`config.mk`:
```
export PLATFORM = sky130hd
export DESIGN_NAME = parking_sensor_frontend
export DESIGN_NICKNAME = d
export VERILOG_FILES = /design/src/rtl/parking_sensor_frontend_pkg.sv /design/src/rtl/parking_sensor_frontend_debounce.sv /design/src/rtl/parking_sensor_frontend.sv
export SDC_FILE = /design/constraint.sdc
export NUM_CORES = 1
export LEC_CHECK = 0
export ABC_AREA = 1
export ABC_CLOCK_PERIOD_IN_PS = 1300
export CAP_MARGIN = 5
export CORE_ASPECT_RATIO = 0.8
export CORE_UTILIZATION = 55
export CTS_CLUSTER_DIAMETER = 200
export DETAILED_ROUTE_END_ITERATION = 12
export PLACE_DENSITY_LB_ADDON = 0.05
export SLEW_MARGIN = 20
export SYNTH_ARGS = -nofsm -noshare
export SYNTH_HDL_FRONTEND = slang
export SYNTH_SLANG_ARGS = --single-unit
```
`constraint.sdc`:
```
create_clock -name clk -period 1.3 [get_ports clk]
set_input_delay 0.26 -clock clk [delete_from_list [all_inputs] [get_ports clk]]
set_output_delay 0.26 -clock clk [all_outputs]
set_load 0.01 [all_outputs]
```
`src/rtl/parking_sensor_frontend_pkg.sv`:
```
// Shared types and constants for the parking sensor front-end:
// FSM encoding, slot geometry and the fixed-priority request selector.
package parking_pkg;

  localparam int NUM_SLOTS = 4;
  localparam int SLOT_W    = 2;
  localparam int ENTRY_BIT = 4;
  localparam int PEND_W    = NUM_SLOTS + 1;
  localparam int SEL_W     = 3;

  typedef enum logic [1:0] {
    IDLE  = 2'd0,
    ISSUE = 2'd1,
    RESP  = 2'd2,
    HOLD  = 2'd3
  } state_t;

  // Exits win over entry; among exits the lowest slot index wins.
  function automatic logic [SEL_W-1:0] select_request(input logic [PEND_W-1:0] pend);
    logic [SEL_W-1:0] sel;
    sel = SEL_W'(ENTRY_BIT);
    for (int i = NUM_SLOTS - 1; i >= 0; i--) begin
      if (pend[i]) begin
        sel = SEL_W'(i);
      end
    end
    return sel;
  endfunction

endpackage

```
`src/rtl/parking_sensor_frontend_debounce.sv`:
```
// One input bit: 2-flop synchroniser, stability counter and a registered
// pulse marking each accepted 0->1 transition.
module sensor_debounce #(
  parameter int DEBOUNCE_CYCLES = 4
) (
  input  logic clk,
  input  logic reset,
  input  logic raw,
  output logic rise
);

  localparam int CNT_W = $clog2(DEBOUNCE_CYCLES + 1);

  logic             sync1_r;
  logic             sync2_r;
  logic             level_r;
  logic             rise_r;
  logic [CNT_W-1:0] cnt_r;
  logic             accept_s;

  assign accept_s = (sync2_r != level_r) && (cnt_r == CNT_W'(DEBOUNCE_CYCLES - 1));
  assign rise     = rise_r;

  // Synchroniser, mismatch counter and accepted level.
  always_ff @(posedge clk) begin
    if (reset) begin
      sync1_r <= 1'b0;
      sync2_r <= 1'b0;
      level_r <= 1'b0;
      rise_r  <= 1'b0;
      cnt_r   <= '0;
    end else begin
      sync1_r <= raw;
      sync2_r <= sync1_r;
      rise_r  <= accept_s && sync2_r;
      if (accept_s) begin
        level_r <= sync2_r;
        cnt_r   <= '0;
      end else if (sync2_r != level_r) begin
        cnt_r <= cnt_r + CNT_W'(1);
      end else begin
        cnt_r <= '0;
      end
    end
  end

endmodule

```
`src/rtl/parking_sensor_frontend.sv`:
```
// Debounces the gate loop and exit buttons, latches requests and feeds them
// one at a time to the parking controller, handling its door/full responses.
module parking_sensor_frontend
  import parking_pkg::*;
#(
  parameter int DEBOUNCE_CYCLES  = 4,
  parameter int GATE_HOLD_CYCLES = 8,
  parameter int FULL_HOLD_CYCLES = 8
) (
  input  logic                 clk,
  input  logic                 reset,
  input  logic                 raw_entry,
  input  logic [NUM_SLOTS-1:0] raw_exit,
  input  logic                 door_open,
  input  logic                 full_light,
  output logic                 entry_sensor,
  output logic                 exit_sensor,
  output logic [SLOT_W-1:0]    exit_location,
  output logic                 gate_active,
  output logic                 full_flash,
  output logic                 reject_pulse,
  output logic [PEND_W-1:0]    pending,
  output logic                 busy
);

  localparam int GATE_W = $clog2(GATE_HOLD_CYCLES + 1);
  localparam int FULL_W = $clog2(FULL_HOLD_CYCLES + 1);

  logic [PEND_W-1:0] raw_s;
  logic [PEND_W-1:0] rise_s;
  logic [PEND_W-1:0] clear_s;
  logic [PEND_W-1:0] pending_r;
  logic [SEL_W-1:0]  sel_s;
  logic [SEL_W-1:0]  sel_r;
  logic [GATE_W-1:0] gate_cnt_r;
  logic [FULL_W-1:0] full_cnt_r;
  logic [SLOT_W-1:0] loc_r;
  logic              entry_r;
  logic              exit_r;
  logic              gate_r;
  logic              busy_r;
  logic              last_entry_r;
  logic              issue_s;
  logic              full_resp_s;
  logic              reject_s;
  state_t            state_r;
  state_t            next_s;

  assign raw_s = {raw_entry, raw_exit};

  for (genvar i = 0; i < PEND_W; i++) begin : g_db
    sensor_debounce #(
      .DEBOUNCE_CYCLES(DEBOUNCE_CYCLES)
    ) u_db (
      .clk  (clk),
      .reset(reset),
      .raw  (raw_s[i]),
      .rise (rise_s[i])
    );
  end

  // FSM state register.
  always_ff @(posedge clk) begin
    if (reset) begin
      state_r <= IDLE;
    end else begin
      state_r <= next_s;
    end
  end

  // Next state; the RESP decision reacts to the controller in the same cycle.
  always_comb begin
    next_s      = state_r;
    issue_s     = 1'b0;
    full_resp_s = 1'b0;
    reject_s    = 1'b0;
    sel_s       = select_request(pending_r);
    case (state_r)
      IDLE: begin
        if (pending_r != '0) begin
          next_s  = ISSUE;
          issue_s = 1'b1;
        end else begin
          next_s = IDLE;
        end
      end
      ISSUE: begin
        next_s = RESP;
      end
      RESP: begin
        if (door_open) begin
          next_s = HOLD;
        end else if (full_light && last_entry_r) begin
          next_s      = IDLE;
          full_resp_s = 1'b1;
        end else begin
          next_s   = IDLE;
          reject_s = 1'b1;
        end
      end
      HOLD: begin
        if (gate_cnt_r == '0) begin
          next_s = IDLE;
        end else begin
          next_s = HOLD;
        end
      end
      default: begin
        next_s = IDLE;
      end
    endcase
  end

  // The bit chosen at IDLE is remembered, since pending may gain bits meanwhile.
  always_comb begin
    clear_s = '0;
    if (state_r == ISSUE) begin
      clear_s = PEND_W'(1'b1) << sel_r;
    end else begin
      clear_s = '0;
    end
  end

  // Request latch (set beats clear), event pulses and hold counters.
  always_ff @(posedge clk) begin
    if (reset) begin
      pending_r    <= '0;
      sel_r        <= '0;
      entry_r      <= 1'b0;
      exit_r       <= 1'b0;
      loc_r        <= '0;
      gate_r       <= 1'b0;
      busy_r       <= 1'b0;
      last_entry_r <= 1'b0;
      gate_cnt_r   <= '0;
      full_cnt_r   <= '0;
    end else begin
      pending_r <= (pending_r & ~clear_s) | rise_s;
      if (issue_s) begin
        sel_r <= sel_s;
      end
      entry_r      <= issue_s && (sel_s == SEL_W'(ENTRY_BIT));
      exit_r       <= issue_s && (sel_s != SEL_W'(ENTRY_BIT));
      loc_r        <= (issue_s && (sel_s != SEL_W'(ENTRY_BIT))) ? sel_s[SLOT_W-1:0] : '0;
      gate_r       <= (next_s == HOLD);
      busy_r       <= (next_s != IDLE);
      last_entry_r <= entry_r;
      if ((state_r == RESP) && (next_s == HOLD)) begin
        gate_cnt_r <= GATE_W'(GATE_HOLD_CYCLES - 1);
      end else if (gate_cnt_r != '0) begin
        gate_cnt_r <= gate_cnt_r - GATE_W'(1);
      end
      if (full_resp_s) begin
        full_cnt_r <= FULL_W'(FULL_HOLD_CYCLES - 1);
      end else if (full_cnt_r != '0) begin
        full_cnt_r <= full_cnt_r - FULL_W'(1);
      end
    end
  end

  assign entry_sensor  = entry_r;
  assign exit_sensor   = exit_r;
  assign exit_location = loc_r;
  assign gate_active   = gate_r;
  assign busy          = busy_r;
  assign pending       = pending_r;
  assign reject_pulse  = reject_s;
  assign full_flash    = full_resp_s || (full_cnt_r != '0);

endmodule

```
==> results.toml <==
[final_layout]
final-seq-area_mm2 = 0.001210
syn_to_final_growth_pct = 27.43
nNetsFinal = 352
design_area_mm2 = 0.002918
diodes = 0
multi_input_area_um2 = 895.9
nFillCells = 293
layout-drive-gt1-share = 0.1712

[yosys]
syn_area_mm2 = 0.002290
synth_cell_type_count = 20
synth_edf_count = 0
synth-seq-area-share = 0.5246
avgSynthCellArea_um2 = 8.091
synthesis.nets = 306
synth_common_cells = "60 x dfxtp_1, 53 x inv_1, 41 x nor2_1"
synthArstFlopShare = 0
yosysMostFrequentCell = "dfxtp_1"
syn-instance-count = 283
yosysTopAreaCell = "dfxtp_1"
yosys_most_used_dff = "dfxtp_1"
synth_top_cell_area_share = 0.5246
yosys_register_bits = 60
synth_area_leaders = "dfxtp_1 52%, inv_1 8.7%, ha_1 7.7%"
synth_warnings = 0

[sta]
relSlewSlack = 0.8629
tightest_slew_ns = 0.2041
hold_violations = 0
fmax_ghz = 0.7391
grt_setup_unrepaired = "true"
slew_viol_final = 0
min_period_ns = 1.353
min_period_over_period = 1.041
setup_viol = 2
fin_tns_setup_ns = -0.08856
skew_ns = 0.005172
fin_ws_ns = -0.05301

[critical_path]
arrival_ns = 1.09
r2r_end = "pending[0]$_SDFF_PP0_"
rrSetupSlack_ns = 0.14
start_kind = "flop"
crit_path_top_delay_cell = "dfxtp_2"
cp_slowest_stage_delay_ns = 0.33
cpMostUsedCell = "nand3_2"
r2r_start = "state_r[0]$_SDFF_PP0_"
critPathKind = "flop to output pin"
path_cells = "inv_2, nor2_4, nand3_2, nand3_2, buf_6"
reg2regPathDepth = 6
required_ns = 1.04
end_kind = "output pin"
crit_fanout = 3

[cts]
clock_path_buffers = 2
htreeDepth = 3
cts_sinks = 60
cts_hold_buf = 0
cts_tree = "done"
cts-root-buf = "clkbuf_8"
clkLatencyLatePin_ns = 0.33
clk_pin_slew_worst_paths_ns = 0.06
cts_buffers = 9

[routing]
route.met3.wl_um = 225
wl_per_cell_um = 10.05
met2_length_um = 1708
wirelength_met1_um = 1932
drt_iter0_drc = 54
via_per_inst = 4.629
topRoutingLayerUsed = "met4"
drt-pass1-iter-count = 5
ant_nets = 0
totalWireLength_um = 3898
drc = 0
vias = 1796

[pwr]
power_density_mw_per_mm2 = 1586
irDropWorstVdd_mv = 1.172
cellLeakagePower_uw = 0.001372
power_uw = 4627

[job]
drv_cap = 0

[hold_path]
hold_end = "g_db[0].u_db.sync2_r$_SDFF_PP0_"
min_from = "g_db[0].u_db.sync1_r$_SDFF_PP0_"
min_path_cells = 2
hp-class = "flop to flop"

[global_routing]
grt_max_degree = 23
grt_pass1_wl_um = 6403
grt_antenna_before_repair = 0
grt_usage = 0.2008
grt_overflow = 0
first_global_vias = 1539

[floorplanning]
die_y_um = 59.71
initial_core_util = 0.5903
row_count = 20
die_w_um = 74.14
core_area_mm2 = 0.003879
die_area_mm2 = 0.004427
ios = 22

[place]
pre_cts_slack_ns = -0.5401
io_buffers = 21
placed_area_mm2 = 0.002681
dp_hpwl_um = 2775
place_congestion = 0.8234

[run_status]
status = "complete, but fails checks"
violations = "negative setup slack"
-- power by group --
group	total (uW)	internal, uW	switching (uW)
sequential	2040	1970	71.2
clock	1680	1030	649
combinational	905	461	443
-- what timing repair did --
item / 4_1_cts / 5_1_grt
gates resized for setup: 29 / 11
setup buffers: 0 / 2
setup endpoints to repair: 13 / 5
pin swaps: 0 / 1
-- per-stage QoR --
stage / hold WS, ns / std cells / util
after floorplan: 0.3670 / 283 / -
after global placement: 0.3892 / 371 / 0.6913
after detailed placement: 0.3943 / 371 / 0.6913
after CTS: 0.4027 / 386 / 0.7397
after global routing: 0.4220 / 388 / 0.7523
final: 0.4027 / 388 / 0.7523
-- registers in the layout, indices dropped and copies added, names as in the netlist --
name	flops
busy	1
full_cnt_r	4
g_db.u_db.cnt_r	15
gate_active	1
g_db.u_db.rise	5
sel_r	3
exit_sensor	1
g_db.u_db.sync2_r	5
pending	5
exit_location	2
g_db.u_db.level_r	5
g_db.u_db.sync1_r	5
last_entry_r	1
gate_cnt_r	4
entry_sensor	1
state_r	2
-- cell families after synthesis --
kind of cell	after synthesis	synth area share
adders and majority gates	14	0.07650
and+or+nand+nor	125	0.2377
xor gates and xnor gates	4	0.01530
buffers and inverters	58	0.09727
AOI/OAI and AO/OA	22	0.04864
DFF	60	0.5246
-- per-layer routing --
metal / vias up / track usage
met3: 4 / 0.1062
met4: 0 / 0.05769
met1: 778 / 0.2404
met5: - / 0
met2: 45 / 0.3143
li1: 969 / -
-- area by class of cell --
class / instances / area share
tap: 55 / 0.02358
inverter: 54 / 0.06947
multi-input combinational: 165 / 0.3070
clock buffer: 14 / 0.05918
sequential: 60 / 0.4147
clock inverter: 1 / 0.01029
timing repair buffer: 39 / 0.1158
-- worst max path at each step --
stage	start	endpoint	slack, ns	cells past startpoint
detailed placement	full_light	full_flash	-0.54	6
CTS	full_cnt_r[1]$_SDFFE_PP0P_	full_flash	-0.08	4
floorplan	state_r[1]$_SDFF_PP0_	reject_pulse	0.21	2
finish	state_r[1]$_SDFF_PP0_	full_flash	-0.05	5
global placement	full_light	full_flash	-0.55	6
global route	state_r[1]$_SDFF_PP0_	full_flash	-0.10	5
-- cell usage in the layout (no fill, tap or decap), types with 2 or more instances in the layout --
cell type and n:
a21oi_1 11, buf_4 17, clkbuf_1 2, clkbuf_8 12
clkdlybuf4s50_1 6, dfxtp_1 53, dfxtp_2 7, dlygate4sd2_1 13
ha_1 13, inv_1 49, inv_2 5, nand2_1 40
nand3_1 19, nand3_2 2, nand4_1 7, nor2_1 40
nor2_2 2, nor3_1 7, o21ai_0 10, or2_2 6
xnor2_1 3
-- critical path: cells and delay by family (launching register included) --
kind          cells  cell delay (ns)
buf+inv           2             0.15
flops             1             0.33
simple gates      3             0.28
Power figures use the tool's default switching activity.
